**src/rtl/mc_control_fsm.sv**
```systemverilog
// Multi-cycle RV32I control FSM: sequences FETCH..WB and drives datapath selects, strobes and alu_ctrl.
// Optional sticky illegal-instruction trap is enabled by defining CTRL_ILLEGAL_TRAP_EN.
module mc_control_fsm #(
    parameter int DATA_WIDTH     = 32,
    parameter int CONTROLL_WIDTH = 4
) (
    input  logic                      clk,
    input  logic                      rst,
    input  logic [DATA_WIDTH-1:0]     instr,
    input  logic                      zero,
    input  logic                      mem_ready,
    output logic                      mem_req,
    output logic                      mem_write,
    output logic                      adr_src,
    output logic                      ir_write,
    output logic                      pc_write,
    output logic                      reg_write,
    output logic [1:0]                alu_src_a,
    output logic [1:0]                alu_src_b,
    output logic [1:0]                result_src,
    output logic [2:0]                imm_src,
    output logic [CONTROLL_WIDTH-1:0] alu_ctrl,
    output logic                      retire,
    output logic                      illegal
);

    typedef enum logic [3:0] {
        S_FETCH, S_DECODE, S_MEMADR, S_MEMREAD, S_MEMWB, S_MEMWRITE,
        S_EXECR, S_EXECI, S_ALUWB, S_BRANCH, S_JAL, S_JALR, S_LINK, S_LUI
`ifdef CTRL_ILLEGAL_TRAP_EN
        , S_ILLEGAL
`endif
    } state_t;

`ifdef CTRL_ILLEGAL_TRAP_EN
    localparam state_t S_BAD = S_ILLEGAL;
`else
    localparam state_t S_BAD = S_FETCH;
`endif

    localparam logic [CONTROLL_WIDTH-1:0] ALU_ADD = CONTROLL_WIDTH'(0);
    localparam logic [CONTROLL_WIDTH-1:0] ALU_SUB = CONTROLL_WIDTH'(1);
    localparam logic [CONTROLL_WIDTH-1:0] ALU_AND = CONTROLL_WIDTH'(2);
    localparam logic [CONTROLL_WIDTH-1:0] ALU_OR  = CONTROLL_WIDTH'(3);
    localparam logic [CONTROLL_WIDTH-1:0] ALU_XOR = CONTROLL_WIDTH'(4);
    localparam logic [CONTROLL_WIDTH-1:0] ALU_SLT = CONTROLL_WIDTH'(5);
    localparam logic [CONTROLL_WIDTH-1:0] ALU_SLL = CONTROLL_WIDTH'(6);
    localparam logic [CONTROLL_WIDTH-1:0] ALU_SRL = CONTROLL_WIDTH'(7);
    localparam logic [CONTROLL_WIDTH-1:0] ALU_SRA = CONTROLL_WIDTH'(8);

    localparam logic [2:0] IMM_I = 3'b000;
    localparam logic [2:0] IMM_S = 3'b001;
    localparam logic [2:0] IMM_B = 3'b010;
    localparam logic [2:0] IMM_J = 3'b011;
    localparam logic [2:0] IMM_U = 3'b100;

    localparam logic [6:0] OP_LOAD  = 7'b0000011;
    localparam logic [6:0] OP_STORE = 7'b0100011;
    localparam logic [6:0] OP_REG   = 7'b0110011;
    localparam logic [6:0] OP_IMM   = 7'b0010011;
    localparam logic [6:0] OP_BR    = 7'b1100011;
    localparam logic [6:0] OP_JAL   = 7'b1101111;
    localparam logic [6:0] OP_JALR  = 7'b1100111;
    localparam logic [6:0] OP_LUI   = 7'b0110111;

    state_t     r_state;
    state_t     w_next;
    logic [6:0] w_op;
    logic [2:0] w_f3;
    logic       w_b30;
    logic       w_unused;

    assign w_op     = instr[6:0];
    assign w_f3     = instr[14:12];
    assign w_b30    = instr[30];
    assign w_unused = &{1'b0, instr[DATA_WIDTH-1:31], instr[29:15], instr[11:7]};

    // instr[30] selects SUB only for register ops; it always selects SRA over SRL
    function automatic logic [CONTROLL_WIDTH-1:0] alu_op(input logic [2:0] f3, input logic b30,
                                                         input logic is_reg);
        alu_op = ALU_ADD;
        case (f3)
            3'b000: alu_op = (is_reg && b30) ? ALU_SUB : ALU_ADD;
            3'b001: alu_op = ALU_SLL;
            3'b010: alu_op = ALU_SLT;
            3'b011: alu_op = ALU_SLT;
            3'b100: alu_op = ALU_XOR;
            3'b101: alu_op = b30 ? ALU_SRA : ALU_SRL;
            3'b110: alu_op = ALU_OR;
            3'b111: alu_op = ALU_AND;
        endcase
    endfunction

    function automatic logic [CONTROLL_WIDTH-1:0] br_op(input logic [2:0] f3);
        br_op = ALU_ADD;
        case (f3)
            3'b001:  br_op = ALU_SUB;
            3'b100:  br_op = ALU_OR;
            3'b101:  br_op = ALU_SLL;
            3'b110:  br_op = ALU_SLT;
            3'b111:  br_op = ALU_AND;
            default: br_op = ALU_ADD;
        endcase
    endfunction

    always_ff @(posedge clk) begin
        if (rst) r_state <= S_FETCH;
        else     r_state <= w_next;
    end

    always_comb begin
        w_next     = r_state;
        mem_req    = 1'b0;
        mem_write  = 1'b0;
        adr_src    = 1'b0;
        ir_write   = 1'b0;
        pc_write   = 1'b0;
        reg_write  = 1'b0;
        alu_src_a  = 2'b00;
        alu_src_b  = 2'b00;
        result_src = 2'b00;
        imm_src    = IMM_I;
        alu_ctrl   = ALU_ADD;
        retire     = 1'b0;
        case (r_state)
            S_FETCH: begin
                mem_req   = 1'b1;
                alu_src_b = 2'b10;
                ir_write  = mem_ready;
                pc_write  = mem_ready;
                if (mem_ready) w_next = S_DECODE;
            end
            S_DECODE: begin
                alu_src_a = 2'b01;
                alu_src_b = 2'b01;
                imm_src   = (w_op == OP_JAL) ? IMM_J : IMM_B;
                case (w_op)
                    OP_LOAD, OP_STORE: w_next = S_MEMADR;
                    OP_REG:            w_next = S_EXECR;
                    OP_IMM:            w_next = S_EXECI;
                    OP_BR:             w_next = (w_f3[2:1] == 2'b01) ? S_BAD : S_BRANCH;
                    OP_JAL:            w_next = S_JAL;
                    OP_JALR:           w_next = S_JALR;
                    OP_LUI:            w_next = S_LUI;
                    default:           w_next = S_BAD;
                endcase
            end
            S_MEMADR: begin
                alu_src_a = 2'b10;
                alu_src_b = 2'b01;
                imm_src   = w_op[5] ? IMM_S : IMM_I;
                w_next    = w_op[5] ? S_MEMWRITE : S_MEMREAD;
            end
            S_MEMREAD: begin
                mem_req = 1'b1;
                adr_src = 1'b1;
                if (mem_ready) w_next = S_MEMWB;
            end
            S_MEMWB: begin
                result_src = 2'b01;
                reg_write  = 1'b1;
                w_next     = S_FETCH;
            end
            S_MEMWRITE: begin
                mem_req   = 1'b1;
                mem_write = 1'b1;
                adr_src   = 1'b1;
                if (mem_ready) w_next = S_FETCH;
            end
            S_EXECR: begin
                alu_src_a = 2'b10;
                alu_ctrl  = alu_op(w_f3, w_b30, 1'b1);
                w_next    = S_ALUWB;
            end
            S_EXECI: begin
                alu_src_a = 2'b10;
                alu_src_b = 2'b01;
                alu_ctrl  = alu_op(w_f3, w_b30, 1'b0);
                w_next    = S_ALUWB;
            end
            S_ALUWB: begin
                reg_write = 1'b1;
                w_next    = S_FETCH;
            end
            S_BRANCH: begin
                alu_src_a = 2'b10;
                pc_write  = zero;
                alu_ctrl  = br_op(w_f3);
                w_next    = S_FETCH;
            end
            S_JAL: begin
                pc_write = 1'b1;
                w_next   = S_LINK;
            end
            S_JALR: begin
                alu_src_a  = 2'b10;
                alu_src_b  = 2'b01;
                result_src = 2'b10;
                pc_write   = 1'b1;
                w_next     = S_LINK;
            end
            S_LINK: begin
                alu_src_a  = 2'b01;
                alu_src_b  = 2'b10;
                result_src = 2'b10;
                reg_write  = 1'b1;
                w_next     = S_FETCH;
            end
            S_LUI: begin
                alu_src_a = 2'b11;
                alu_src_b = 2'b01;
                imm_src   = IMM_U;
                w_next    = S_ALUWB;
            end
`ifdef CTRL_ILLEGAL_TRAP_EN
            S_ILLEGAL: w_next = S_ILLEGAL;
`endif
            default: w_next = S_FETCH;
        endcase
        retire = (w_next == S_FETCH) && (r_state != S_FETCH);
        // an instruction interrupted by reset must not commit anything on the reset edge
        if (rst) begin
            mem_req   = 1'b0;
            mem_write = 1'b0;
            ir_write  = 1'b0;
            pc_write  = 1'b0;
            reg_write = 1'b0;
            retire    = 1'b0;
        end
    end

`ifdef CTRL_ILLEGAL_TRAP_EN
    logic r_illegal;

    always_ff @(posedge clk) begin
        if (rst)                      r_illegal <= 1'b0;
        else if (w_next == S_ILLEGAL) r_illegal <= 1'b1;
    end

    assign illegal = r_illegal;
`else
    assign illegal = 1'b0;
`endif

endmodule

```
**config.mk**
```make
export PLATFORM = sky130hd
export DESIGN_NAME = mc_control_fsm
export DESIGN_NICKNAME = d
export VERILOG_FILES = /design/src/rtl/mc_control_fsm.sv
export SDC_FILE = /design/constraint.sdc
export NUM_CORES = 1
export LEC_CHECK = 0
export ABC_CLOCK_PERIOD_IN_PS = 4300
export CAP_MARGIN = 40
export CORE_MARGIN = 2
export CORE_UTILIZATION = 37
export CTS_BUF_LIST = sky130_fd_sc_hd__clkbuf_16
export DETAILED_ROUTE_END_ITERATION = 7
export GPL_TIMING_DRIVEN = 0
export MAX_ROUTING_LAYER = met4
export PLACE_DENSITY_LB_ADDON = 0.12
export SETUP_SLACK_MARGIN = 0.15
export SLEW_MARGIN = 20
export SYNTH_ARGS = -nofsm -noshare
export SYNTH_HDL_FRONTEND = slang
export SYNTH_SLANG_ARGS = --single-unit
```
**constraint.sdc**
```tcl
create_clock -name clk -period 4.3 [get_ports clk]
set_input_delay 0.86 -clock clk [delete_from_list [all_inputs] [get_ports clk]]
set_output_delay 0.86 -clock clk [all_outputs]
set_load 0.05 [all_outputs]
```
==> load_flow_metrics.sql <==
INSERT INTO impl_metrics (metric_group, metric, value, unit) VALUES
('status', 'outcome', 'finished, final reports clean', ''),
('worst_setup_path', 'cp_data_arrival_time', '2.96', 'ns'),
('synthesis', 'ys_types', '38', ''),
('worst_setup_path', 'setup.worst_path.end_class', 'output port', ''),
('worst_setup_path', 'cp_cell_sequence', 'clkdlybuf4s50_1, and4b_1, nand4_1, nor2_1, a21oi_1, nor3_1, clkdlybuf4s50_1', ''),
('worst_setup_path', 'critPathLaunch', 'instr[5]', ''),
('worst_setup_path', 'worst_r2r_path_depth', '4', ''),
('flow_run', 'max_cap_violations', '0', ''),
('worst_setup_path', 'ff2ff_setup_slack', '2.89', 'ns'),
('worst_setup_path', 'regToRegEndpoint', 'r_state[0]', ''),
('routing', 'wl_per_cell', '11.8', 'um'),
('placement', 'gp_weighted_congestion', '0.940', ''),
('synthesis', 'postSynthCellCount', '128', ''),
('cells_and_area', 'num_antenna_cells', '0', ''),
('cells_and_area', 'final_cell_mix', 'clkdlybuf4s50_1 (31), nor2_1 (15), a21oi_1 (12), nor3_1 (11), nand2_1 (10)', ''),
('cts', 'maximum_number_of_buffers_from_clock_root_to_sink', '2', ''),
('cells_and_area', 'multiInputGateArea', '618', 'um^2'),
('floorplanning', 'fp.dieArea', '2470', 'um^2'),
('routing', 'detailedRoute.firstIterationViolations', '33', ''),
('cells_and_area', 'biggestRegsByFlops', 'r_state x4', ''),
('synthesis', 'share_of_async_settable_or_async_resettable_flops_after_synthesis', '0', ''),
('power', 'p_int', '0.187', 'mW'),
('cells_and_area', 'areaGrowthSynthToFinish', '55.9', '%'),
('synthesis', 'seq_area_frac_synth', '0.104', ''),
('floorplanning', 'dieHeight', '49.7', 'um'),
('routing', 'drt_pre_antenna_iters', '4', ''),
('synthesis', 'synth_fp_nets', '164', ''),
('global_route', 'antenna_found_initial', '0', ''),
('global_route', 'grt_use_total', '0.206', ''),
('placement', 'place_worst_setup_slack', '0.271', 'ns'),
('cts', 'cts_root_buf', 'clkbuf_16', ''),
('power', 'static-leakage-power', '0.491', 'nW'),
('power', 'pwr-share-comb', '0.299', ''),
('global_route', 'global_route_wire_length_before_repair', '3910', 'um'),
('cells_and_area', 'final_util', '0.614', ''),
('worst_setup_path', 'crit_path_start_kind', 'input pin', ''),
('worst_setup_path', 'crit_top_cell', 'clkdlybuf4s50_1', ''),
('routing', 'drc', '0', ''),
('power', 'power.share.sequential', '0.147', ''),
('worst_setup_path', 'cp_slowest_stage_delay', '0.84', 'ns'),
('cts', 'tritoncts', 'yes', ''),
('timing', 'setup_viol', '0', ''),
('timing', 'rsz0062_at_grt', 'false', ''),
('cts', 'cts_buffers', '3', ''),
('timing', 'final.period_utilization', '0.888', ''),
('placement', 'post_dp_hpwl', '1740', 'um'),
('cts', 'maximum_level_of_the_cts_h_tree', '1', ''),
('cells_and_area', 'layout_nets', '201', ''),
('timing', 'timing.final.ws_setup', '0.480', 'ns'),
('cells_and_area', 'regMostFlops', 'r_state', ''),
('routing', 'via_count', '1060', ''),
('cells_and_area', 'largest_register_ff_count', '4', ''),
('floorplanning', 'io_pins', '57', ''),
('timing', 'timing.max_slew.rel_slack', '0.663', ''),
('power', 'power_frac_clock', '0.554', ''),
('cts', 'clk_pin_slew', '0.03', 'ns'),
('synthesis', 'postSynthAreaPerCell', '6.03', 'um^2'),
('timing', 'drv_slew', '0', ''),
('power', 'ir_worst_vdd', '261', 'uV'),
('synthesis', 'synth_edf_count', '0', ''),
('cells_and_area', 'sequential_cell_area', '80.1', 'um^2'),
('global_route', 'first_global_vias', '879', ''),
('floorplanning', 'floorplan.initialDensity', '0.393', ''),
('routing', 'vias_per_cell', '5.58', ''),
('placement', 'place.port_buffers', '32', ''),
('floorplanning', 'die-width', '49.7', 'um'),
('worst_hold_path', 'hold_path_depth', '3', ''),
('synthesis', 'ys_dominant_reg_cell', 'dfxtp_1', ''),
('synthesis', 'postSynthRegisterBits', '4', ''),
('global_route', 'pin_count_of_the_biggest_net_entering_global_routing', '11', ''),
('timing', 'timing.clock.skew', '0.00274', 'ns');
cell usage after synthesis (all sizes together), types with 3 or more instances:
library cell | number | area (um^2)
nor3 | 12 | 65.1
o21ai | 7 | 35.0
nand2 | 10 | 37.5
dfxtp | 4 | 80.1
inv | 6 | 22.5
nor2 | 16 | 62.6
and3 | 4 | 25.0
nand2b | 7 | 43.8
nand3 | 3 | 15.0
a21oi | 12 | 60.1
nor2b | 8 | 50.1
buf | 5 | 32.5
clkbuf | 5 | 18.8
routing by layer:
layer,track usage,vias up,share of wire
li1,-,533,-
met5,-,-,0
met2,0.333,38,0.48
met3,0.0212,3,0.060
met4,0.0880,0,0.013
met1,0.259,486,0.45
power groups by stage:
| stage | registers (mW) | logic [mW] | clock network (mW) |
|---|---|---|---|
| after CTS | 0.0385 | 0.0781 | 0.146 |
| after floorplan | 0.0389 | 0.0473 | 0 |
| after global placement | 0.0390 | 0.0769 | 0 |
| after global routing | 0.0386 | 0.0846 | 0.150 |
| final | 0.0385 | 0.0783 | 0.145 |
| after detailed placement | 0.0390 | 0.0778 | 0 |
how the worst min path moves through the flow:
stage / startpoint / endpoint / slack [ns]
after detailed placement: r_state[0] / r_state[3] / 0.66
final: r_state[0] / r_state[3] / 0.67
after global routing: r_state[0] / r_state[3] / 0.70
after CTS: r_state[0] / r_state[3] / 0.66
after global placement: r_state[0] / r_state[3] / 0.64
after floorplan: r_state[0] / r_state[3] / 0.60
what timing repair did:
| action | 4_1_cts | 5_1_grt |
|---|---|---|
| hold buffers | 0 | 0 |
| resized for setup | 0 | 1 |
| hold endpoints to repair | 0 | 0 |
| setup endpoints to repair | 0 | 1 |
metrics by stage:
stage | hold slack [ns] | cell area, um^2 | power, mW | cells
floorplan | 0.602 | 772 | 0.0862 | 128
global placement | 0.640 | 1130 | 0.116 | 187
detailed placement | 0.660 | 1130 | 0.117 | 187
CTS | 0.663 | 1200 | 0.263 | 190
global route | 0.698 | 1200 | 0.273 | 190
finish | 0.666 | 1200 | 0.262 | 190
cells by family after synthesis:
group	Yosys count	synth area share
simple gates	73	0.511
compound gates	32	0.263
buf+inv	16	0.0956
flops	4	0.104
xor+xnor	2	0.0227
other cells	1	0.00486
area by class of cell:
cell class	instances	area share
Multi-Input combinational cell	108	0.514
Timing Repair Buffer	32	0.268
Sequential cell	4	0.0665
Clock buffer	3	0.0624
Buffer	10	0.0426
Tap cell	27	0.0281
Inverter	6	0.0187
worst max-delay path, delay by kind of cell:
kind	cells	cell delay, ns
buffers and inverters	2	1.41
and+or+nand+nor	4	0.64
AOI/OAI and AO/OA	1	0.05
Note: power is estimated with default switching activity, not from simulation.
